**src/rtl/dncnt_pkg.sv**
```systemverilog
// Shared types for the loadable down counter/timer.
// Provides the FSM state enum and the zero-count constant.
package dncnt_pkg;

    typedef enum logic [1:0] {
        IDLE = 2'd0,
        RUN  = 2'd1,
        DONE = 2'd2
    } dncnt_state_e;

    // Terminal value of the count; widened to WIDTH where it is used.
    localparam int unsigned DNCNT_ZERO = 0;

    // Count value on which the next tick is the terminal tick.
    localparam int unsigned DNCNT_LAST = 1;

endpackage

```
**src/rtl/dncnt_prescaler.sv**
```systemverilog
// Tick divider: one tick every div+1 cycles with en=1 (div=0 -> tick=en).
// Ports: clk, reset (async high), clr (restart), en, div -> tick.
module dncnt_prescaler #(
    parameter int PRESCALE_W = 4
) (
    input  logic                  clk,
    input  logic                  reset,
    input  logic                  clr,
    input  logic                  en,
    input  logic [PRESCALE_W-1:0] div,
    output logic                  tick
);

    logic [PRESCALE_W-1:0] cnt;

    // >= rather than == so a divider lowered mid-count cannot
    // leave the counter stranded above the new terminal value.
    assign tick = en & (cnt >= div);

    always_ff @(posedge clk or posedge reset) begin
        if (reset) begin
            cnt <= '0;
        end else begin
            unique case (1'b1)
                clr:     cnt <= '0;
                tick:    cnt <= '0;
                en:      cnt <= cnt + 1'b1;
                default: cnt <= cnt;
            endcase
        end
    end

endmodule

```
**src/rtl/down_counter_timer.sv**
```systemverilog
// Loadable WIDTH-bit down counter/timer with one-shot and auto-reload
// modes, one-cycle tc_pulse strobe and abort.
// Ports: clk, reset (async high), load_valid/load_ready handshake with
// load_value/auto_reload, enable, abort, prescale_div (macro only)
// -> count_out, busy, tc_pulse, done.
// Optional feature: define DNCNT_PRESCALE_EN to add the tick prescaler.
module down_counter_timer
    import dncnt_pkg::*;
#(
    parameter int WIDTH      = 8,
    parameter int PRESCALE_W = 4
) (
    input  logic                  clk,
    input  logic                  reset,
    input  logic                  load_valid,
    output logic                  load_ready,
    input  logic [WIDTH-1:0]      load_value,
    input  logic                  auto_reload,
    input  logic                  enable,
    input  logic                  abort,
`ifdef DNCNT_PRESCALE_EN
    input  logic [PRESCALE_W-1:0] prescale_div,
`endif
    output logic [WIDTH-1:0]      count_out,
    output logic                  busy,
    output logic                  tc_pulse,
    output logic                  done
);

    localparam logic [WIDTH-1:0] CNT_ZERO = WIDTH'(DNCNT_ZERO);
    localparam logic [WIDTH-1:0] CNT_LAST = WIDTH'(DNCNT_LAST);

    dncnt_state_e     state;
    logic [WIDTH-1:0] reload_reg;
    logic             mode;

    logic in_run;
    logic accept;
    logic tick;
    logic run_tick;
    logic zero_load;
    logic last_tick;

    assign in_run     = (state == RUN);
    assign load_ready = ~in_run & ~abort;
    assign accept     = load_valid & load_ready;
    assign zero_load  = (load_value == CNT_ZERO);
    assign last_tick  = (count_out == CNT_LAST);

`ifdef DNCNT_PRESCALE_EN
    dncnt_prescaler #(
        .PRESCALE_W (PRESCALE_W)
    ) u_prescaler (
        .clk   (clk),
        .reset (reset),
        .clr   (accept | abort),
        .en    (enable & in_run),
        .div   (prescale_div),
        .tick  (tick)
    );
`else
    logic [PRESCALE_W-1:0] unused_prescale;
    assign unused_prescale = '0;
    assign tick            = enable;
`endif

    // abort gates run_tick so the decode below is one-hot:
    // accept already excludes abort and RUN.
    assign run_tick = in_run & tick & ~abort;

    always_ff @(posedge clk or posedge reset) begin
        if (reset) begin
            state      <= IDLE;
            count_out  <= CNT_ZERO;
            reload_reg <= CNT_ZERO;
            mode       <= 1'b0;
            tc_pulse   <= 1'b0;
            done       <= 1'b0;
            busy       <= 1'b0;
        end else begin
            tc_pulse <= 1'b0;
            unique case (1'b1)
                abort: begin
                    state     <= IDLE;
                    count_out <= CNT_ZERO;
                    done      <= 1'b0;
                    busy      <= 1'b0;
                end
                accept: begin
                    if (zero_load) begin
                        // Zero load is an immediate terminal event.
                        state     <= DONE;
                        count_out <= CNT_ZERO;
                        tc_pulse  <= 1'b1;
                        done      <= 1'b1;
                        busy      <= 1'b0;
                    end else begin
                        state      <= RUN;
                        count_out  <= load_value;
                        reload_reg <= load_value;
                        mode       <= auto_reload;
                        done       <= 1'b0;
                        busy       <= 1'b1;
                    end
                end
                run_tick: begin
                    if (!last_tick) begin
                        count_out <= count_out - 1'b1;
                    end else if (mode) begin
                        // Reload instead of showing 0: period = reload_reg.
                        count_out <= reload_reg;
                        tc_pulse  <= 1'b1;
                    end else begin
                        state     <= DONE;
                        count_out <= CNT_ZERO;
                        tc_pulse  <= 1'b1;
                        done      <= 1'b1;
                        busy      <= 1'b0;
                    end
                end
                default: begin
                    state <= state;
                end
            endcase
        end
    end

endmodule

```
**config.mk**
```make
export PLATFORM = sky130hd
export DESIGN_NAME = down_counter_timer
export DESIGN_NICKNAME = d
export VERILOG_FILES = /design/src/rtl/dncnt_pkg.sv /design/src/rtl/dncnt_prescaler.sv /design/src/rtl/down_counter_timer.sv
export SDC_FILE = /design/constraint.sdc
export NUM_CORES = 1
export LEC_CHECK = 0
export BUFFER_PORTS_ARGS = -buffer_cell sky130_fd_sc_hd__buf_2
export CAP_MARGIN = 25
export CORE_MARGIN = 4
export CORE_UTILIZATION = 53
export DETAILED_ROUTE_END_ITERATION = 7
export GPL_ROUTABILITY_DRIVEN = 0
export PLACE_DENSITY_LB_ADDON = 0.3
export SLEW_MARGIN = 20
export SYNTH_ARGS = -nofsm -noshare
export SYNTH_HDL_FRONTEND = slang
export SYNTH_SLANG_ARGS = --single-unit
export TNS_END_PERCENT = 5
```
**constraint.sdc**
```tcl
create_clock -name clk -period 1.98 [get_ports clk]
set_input_delay 0.099 -clock clk [delete_from_list [all_inputs] [get_ports clk]]
set_output_delay 0.099 -clock clk [all_outputs]
set_load 0.03 [all_outputs]
```
# After elaboration in Yosys (flattened, before gate mapping)
# Index checks and enable logic that the tools add are counted.
[word_totals]
reg_bits = 22
input_bits = 14
out_inout_bits = 12
elab_cells = 41
[classes]
add_sub_neg = 1
n_eq_ne = 4
n_mux = 18
n_bitwise = 7
reduce_logical = 4
[op_table]
columns = ["cell", "n"]
rows = [
  ["8-bit two-way mux", 3],
  ["8-bit case mux with 3 select lines", 1],
  ["8-bit by 1-bit == test with 1-bit output (second input constant)", 1],
  ["8-bit logical NOT", 1],
  ["8-bit by 1-bit subtractor with 8-bit output (second input constant)", 1],
  ["1-bit two-way mux", 7],
  ["2-bit two-way mux", 3],
  ["1-bit case mux with 3 select lines", 2],
  ["2-bit case mux with 3 select lines", 1],
  ["1-bit bitwise AND", 4],
  ["1-bit NOT", 3],
  ["3-bit AND reduction", 1],
  ["3-bit nonzero test", 1],
  ["2-bit by 1-bit == test with 1-bit output (second input constant)", 1],
  ["2-bit by 1-bit inequality test with 1-bit output (second input constant)", 1],
  ["2-bit inequality test (second input constant)", 1],
  ["1-bit case mux with 2 select lines", 1],
  ["2-bit AND reduction", 1],
]

# Depth between registers and ports, before layout
# Gate-level depths: netlist of the first run.
[logic_depth]
depth_word = 6
ltp_mapped = 6
depth_no_buf = 6

# Least setup slack after synthesis of the first run
# Ideal clock, no wire load.
[synth_path]
path_type = "flip-flop to flip-flop"
startpoint = "reg count_out[1]"
endpoint = "reg count_out[6]"
t_arrival_ps = 1676
path_slack_ps = 176
path_stages_with_launch = 7
path_buffers = 0
period_less_slack_ps = 1804
path_cell_list = "dfrtp_1 -> inv_1 -> ha_1 -> or3b_4 -> o31a_2 -> o21ai_0 -> nand3_1"
[synth_via]
elab_chain_cells = 3
elab_cells_between_ends = 4
[synth_lines]
columns = ["element", "line", "text"]
rows = [
  ["start: declaration", "down_counter_timer.sv:24", "output logic [WIDTH-1:0] count_out,"],
  ["start signal: assignment", "down_counter_timer.sv:99", "count_out <= load_value;"],
  ["start signal: assignment", "down_counter_timer.sv:108", "count_out <= count_out - 1'b1;"],
  ["start signal: assignment", "down_counter_timer.sv:111", "count_out <= reload_reg;"],
  ["8-bit by 1-bit subtractor with 8-bit output or 8-bit by 1-bit == test with 1-bit output (tied branches)", "down_counter_timer.sv:108, down_counter_timer.sv:48", ""],
  ["8-bit two-way mux *", "down_counter_timer.sv:107", "if (!last_tick) begin"],
  ["8-bit case mux with 3 select lines *", "down_counter_timer.sv:82", "unique case (1'b1)"],
]
# Mark *: on every way between the ends. The rest lies on a longest branch, timed or not.
# A chain may end at the register's enable or synchronous reset.

# Worst setup path after layout of the first run
[layout_path]
startpoint = "reg count_out[0]"
endpoint = "reg count_out[6]"
# The elaborated chain is that of the path after synthesis.

==> results.py, run 1 <==
metrics = {
    "synthesis": {
        "ys_ff_latch": 21,
        "syn_area_mm2": 0.00125,
        "ys_top_cells_by_area": "dfrtp_1 (42%), a22o_1 (7.0%), nor4_4 (3.4%)",
        "yosys.area.top_type": "dfrtp_1",
        "synth-edff-count": 0,
        "yosysWarnings": 0,
        "avgSynthCellArea_um2": 10.6,
        "yosysTopAreaCellShare_pct": 41.9,
        "ys_types": 44,
        "syn_nets": 134,
        "syn_inst": 118,
        "synth-main-ff-cell": "dfrtp_1",
        "synthTopCellsByCount": "dfrtp_1 (21), a22o_1 (10), inv_1 (8), nand2_1 (8), nor2_1 (7)",
        "yosysSeqAreaShare_pct": 41.9,
        "yosysMostFrequentCell": "dfrtp_1",
        "synthArstFlopShare_pct": 100,
    },
    "worst_setup_path": {
        "crit_path_top_delay_cell": "dfrtp_1",
        "path_cells": "inv_1 > ha_1 > or3b_4 > o31a_2 > o21ai_0 > nand3_1",
        "cp_top_family": "simple AND/OR/NAND/NOR gates",
        "critPathKind": "reg2reg",
        "arrival_ns": 2.06,
        "crit_buf_inv": 1,
        "cp_max_fo": 7,
        "required_ns": 2.19,
        "slowest_delay_ns": 0.46,
        "crit_path_start_kind": "flop",
        "cp-end-kind": "flop",
    },
    "clock_network": {
        "cts_tree": "built",
        "root_buffer": "clkbuf_4",
        "clock_sinks": 21,
        "cts_resized": 0,
        "cts.clk_slew.worst_paths_ns": 0.12,
        "clock_latency_ns": 0.31,
        "htree_num_levels": 1,
        "clk_path_buf_depth": 2,
        "numCtsBuffers": 3,
    },
    "sta": {
        "slew_headroom_pct": 49.3,
        "tightest_slew_ns": 0.759,
        "fin_crit_sh_pct": 93.7,
        "rsz0062_at_grt": "no",
        "fin_worst_skew_ns": 0.00914,
        "finalSetupTns_ns": 0,
        "period_needed_ns": 1.86,
        "setup_viol": 0,
        "hold_violations": 0,
        "max_freq_mhz": 539,
        "slew_violations": 0,
    },
    "power_and_ir_drop": {
        "power_density_mw_per_mm2": 824,
        "irDropWorstVdd_mv": 0.601,
        "leakage_nw": 0.697,
    },
    "floorplanning": {
        "core_area_mm2": 0.00223,
        "die_h_um": 56.7,
        "boundaryPins": 26,
        "rows": 17,
        "initial_core_util_pct": 56.2,
        "die_area_mm2": 0.00321,
        "die_w_um": 56.7,
    },
    "detailed_routing": {
        "met3_length_um": 196,
        "dr.first_iter.drc_count": 66,
        "dr_wl_met2_mm": 1.39,
        "vias": 1120,
        "drc": 0,
        "wirelength_mm": 2.90,
        "dr.pass1.iters": 4,
        "ant_nets": 0,
        "routedWlPerCell_um": 16.4,
        "viasPerCell": 6.33,
        "met1Wirelength_mm": 1.26,
        "top_layer": "met4",
    },
    "grt": {
        "grt_pass1_wl_mm": 4.98,
        "grt_max_degree": 22,
        "antenna_found_initial": 0,
        "grt_use_total_pct": 19.9,
        "grt-ovfl-total": 0,
        "grt_pass1_vias": 1088,
    },
    "finish": {
        "area_growth_pct": 16.1,
        "fillCellCount": 198,
        "drive_gt1_share_pct": 34.2,
        "diodes": 0,
        "post-route-util_pct": 65.2,
        "fin_nets": 166,
    },
    "place": {
        "port_buffers": 25,
        "hpwl_mm": 2.25,
    },
    "hold_path": {
        "min_path_type": "in2reg",
    },
    "status": {
        "status": "completed",
    },
    "run": {
        "drv_cap": 0,
    },
}
## kinds of logic after synthesis
family | share of synthesized area, %
simple gates | 19.7
compound gates | 27.9
flops | 41.9
mux | 1.79
fa+ha+maj | 1.99
buf+inv | 6.68
## worst reg2reg max path, delay by kind of cell (launching register included)
kind	cells	cell delay [ns]
AOI/OAI and AO/OA	2	0.49
adders and majority gates	1	0.19
buffers and inverters	1	0.09
DFF	1	0.46
and+or+nand+nor	2	0.52
## report_power, final
group          switching, W  internal [W]  total, W
clock              0.000135     0.0000756  0.000211
combinational      0.000234      0.000185  0.000418
sequential        0.0000776      0.000493  0.000571
## routing by layer
metal  track usage [%]  up-vias
li1                  -      520
met1              26.7      544
met2              31.8       51
met3              2.76        5
met4              8.47        0
met5                 0        -
## placed cells by master (no fill, tap or decap), types with 2 or more instances in the layout
cell      count
buf_4         7
a21oi_1       4
a22o_1       10
a21o_1        2
ha_1          2
or4_1         3
inv_1         8
o211ai_1      2
nor4_1        2
nor2_1        7
a211oi_1      3
mux2_2        2
o21ai_0       3
nor4_4        2
a22oi_1       4
buf_2        25
clkbuf_4      3
dfrtp_1      21
nor3b_2       2
a221o_1       3
nand3_1       2
a21bo_2       2
nand2_1       8
nor2b_1       2
## cell type report
| cell class | count | area (um2) | area share [%] |
|---|---|---|---|
| Tap cell | 28 | 35.0 | 2.41 |
| Inverter | 8 | 30.0 | 2.06 |
| Multi-Input combinational cell | 83 | 651 | 44.7 |
| Timing Repair Buffer | 33 | 188 | 12.9 |
| Clock buffer | 3 | 22.5 | 1.55 |
| Clock inverter | 1 | 5.00 | 0.344 |
| Sequential cell | 21 | 526 | 36.1 |
## what timing repair did
action,CTS,global route
hold buffers,1,0
setup endpoints to repair,0,2
setup buffers,0,0
endpoints found under the hold margin,21,0
## worst paths after layout
path	start	end	slack [ns]	depth (start not counted)
setup / recovery	count_out[0]	count_out[6]	0.12	6
hold / removal	auto_reload	mode	0.01	2
setup reg to reg	count_out[0]	count_out[6]	0.12	6
hold reg to reg	busy	busy	0.50	1
max in group asynchronous	reset	tc_pulse	1.05	3
min in group asynchronous	reset	count_out[0]	0.45	3
## per-stage QoR
step	instance area (um2)	hold slack (ns)	power, W	instances	setup slack [ns]
detailed placement	1420	0.267	0.000993	172	0.159
global placement	1420	0.274	0.000980	172	0.251
CTS	1460	0.00736	0.00120	177	0.115
finish	1460	0.0111	0.00120	177	0.125
global route	1460	0.0196	0.00128	177	0.0217
floorplan	1250	0.0755	0.000877	118	0.176
Note: power is estimated with default switching activity, not from simulation.
==> inputs of run 2 (changes only) <==
--- a/config.mk
+++ b/config.mk
@@ -8,7 +8,7 @@
 export BUFFER_PORTS_ARGS = -buffer_cell sky130_fd_sc_hd__buf_2
 export CAP_MARGIN = 25
 export CORE_MARGIN = 4
-export CORE_UTILIZATION = 53
+export CORE_UTILIZATION = 40
 export DETAILED_ROUTE_END_ITERATION = 7
 export GPL_ROUTABILITY_DRIVEN = 0
 export PLACE_DENSITY_LB_ADDON = 0.3
==> run 2 against run 1 <==
Against the previous run: global-route usage shrank 4.3 points; sequential share of layout area shrank 0.46 points; wire length grew 1.2%; design area grew 1.3%; via count shrank 3.3%; combinational power shrank 3%; first-iteration DRC count shrank 44%; flip-flop and latch count is the same; non-clock buffer count is the same; critical endpoint is now count_out[3].
==> results.py, run 2 (synthesis results as in run 1) <==
metrics = {
    "finish": {
        "fillCellCount": 298,
        "final_common_cell": "buf_2",
        "area_growth_pct": 17.5,
        "final_cell_mix": "buf_2 (25), dfrtp_1 (21), a22o_1 (10)",
        "fin_area_mm2": 0.00148,
        "post-route-util_pct": 48.7,
        "final_cells": 193,
        "fin_nets": 166,
        "diodes": 0,
        "drive_gt1_share_pct": 33.6,
    },
    "sta": {
        "hold_violations": 0,
        "tightest_slew_ns": 0.802,
        "rsz0062_at_grt": "no",
        "period_needed_ns": 1.82,
        "setup_viol": 0,
        "max_freq_mhz": 549,
        "setup_ws_ns": 0.160,
        "fin_crit_sh_pct": 91.9,
        "finalSetupTns_ns": 0,
        "slew_violations": 0,
        "slew_headroom_pct": 46.5,
        "fin_worst_skew_ns": 0.00463,
    },
    "place": {
        "place_ws_ns": 0.145,
        "place_area_mm2": 0.00143,
        "port_buffers": 25,
        "hpwl_mm": 2.23,
        "dp_cells": 187,
    },
    "floorplanning": {
        "initial_core_util_pct": 41.4,
        "rows": 20,
        "boundaryPins": 26,
        "core_area_mm2": 0.00303,
        "die_w_um": 64.0,
        "die_h_um": 64.0,
        "die_area_mm2": 0.00410,
    },
    "hold_path": {
        "min_path_type": "in2reg",
    },
    "grt": {
        "grt_pass1_wl_mm": 5.07,
        "antenna_found_initial": 0,
        "grt_pass1_vias": 1076,
        "grt_use_total_pct": 15.6,
        "grt_max_degree": 22,
        "grt-ovfl-total": 0,
    },
    "worst_setup_path": {
        "critPathKind": "reg2reg",
        "crit_end": "count_out[3]",
        "r2r_start": "count_out[4]",
        "cp-startpoint": "count_out[4]",
        "crit_buf_inv": 1,
        "required_ns": 2.23,
        "cp_max_fo": 10,
        "worstSetupPathDepth": 4,
        "r2r_setup_slack_ns": 0.16,
        "slowest_delay_ns": 0.60,
        "cp_top_family": "simple AND/OR/NAND/NOR gates",
        "crit_path_start_kind": "flop",
        "path_cells": "or4_4 > nor4_4 > buf_4 > a221o_1",
        "r2r_cells": 4,
        "arrival_ns": 2.07,
        "crit_path_top_delay_cell": "or4_4",
        "cp-end-kind": "flop",
        "r2r_end": "count_out[3]",
    },
    "clock_network": {
        "cts.clk_slew.worst_paths_ns": 0.12,
        "root_buffer": "clkbuf_4",
        "cts_tree": "built",
        "numCtsBuffers": 3,
        "htree_num_levels": 1,
        "clk_path_buf_depth": 2,
        "clock_latency_ns": 0.30,
        "clock_sinks": 21,
    },
    "power_and_ir_drop": {
        "irDropWorstVdd_mv": 0.291,
        "p_comb_share_pct": 34.1,
        "leakage_nw": 0.694,
        "p_seq_share_pct": 48.2,
        "intPower_w": 0.000752,
        "power_density_mw_per_mm2": 805,
        "clockPowerShare_pct": 17.7,
        "p_sw_w": 0.000436,
        "netSwitchingFraction_pct": 36.7,
    },
    "status": {
        "status": "completed",
    },
    "detailed_routing": {
        "vias": 1083,
        "dr.pass1.iters": 4,
        "top_layer": "met4",
        "met1Wirelength_mm": 1.37,
        "dr.first_iter.drc_count": 37,
        "met3_length_um": 136,
        "routedWlPerCell_um": 15.2,
        "drc": 0,
        "dr_wl_met2_mm": 1.40,
        "viasPerCell": 5.61,
        "ant_nets": 0,
        "wirelength_mm": 2.93,
    },
    "run": {
        "drv_cap": 0,
    },
}
-- run 2: what timing repair did --
| action | CTS | global route |
|---|---|---|
| resized for setup | 0 | 0 |
| endpoints found under the hold margin | 21 | 0 |
| endpoints found under the setup margin | 0 | 1 |
| buffers inserted | 0 | 1 |
| hold buffers | 1 | 0 |
-- run 2: metal layers --
metal  track usage [%]  vias to the layer above
li1                  -                      516
met1              21.4                      535
met2              24.8                       30
met3              2.11                        2
met4              5.66                        0
met5                 0                        -
-- run 2: worst min path at each step --
| stage | from | end | cells past startpoint |
|---|---|---|---|
| after floorplan | reset | busy | 1 |
| after global placement | reset | busy | 2 |
| after detailed placement | reset | busy | 2 |
| after CTS | auto_reload | mode | 2 |
| after global routing | auto_reload | mode | 2 |
| final | auto_reload | mode | 2 |
-- run 2: area by class of cell --
type	instances	area (um2)	share of cell area, %
Sequential cell	21	526	35.6
Timing Repair Buffer	33	188	12.7
Inverter	8	30.0	2.04
Multi-Input combinational cell	83	651	44.1
Clock buffer	4	26.3	1.78
Tap cell	44	55.1	3.73
-- run 2: worst register-to-register path: stages (launching register included) --
cell and delay (ns):
dfrtp_1 0.52, or4_4 0.60, nor4_4 0.33, buf_4 0.19, a221o_1 0.14
-- run 2: power by group through the flow --
| stage | combinational (W) | clock, W | sequential (W) |
|---|---|---|---|
| after global routing | 0.000443 | 0.000238 | 0.000586 |
| after floorplan | 0.000274 | 0 | 0.000603 |
| final | 0.000405 | 0.000210 | 0.000572 |
| after detailed placement | 0.000405 | 0 | 0.000579 |
| after CTS | 0.000409 | 0.000214 | 0.000571 |
| after global placement | 0.000400 | 0 | 0.000576 |
-- run 2: metrics by stage --
step / power [W] / hold WS (ns)
floorplan: 0.000877 / 0.0755
global placement: 0.000976 / 0.288
detailed placement: 0.000984 / 0.299
CTS: 0.00119 / 0.0203
global route: 0.00127 / 0.0108
finish: 0.00119 / 0.0238
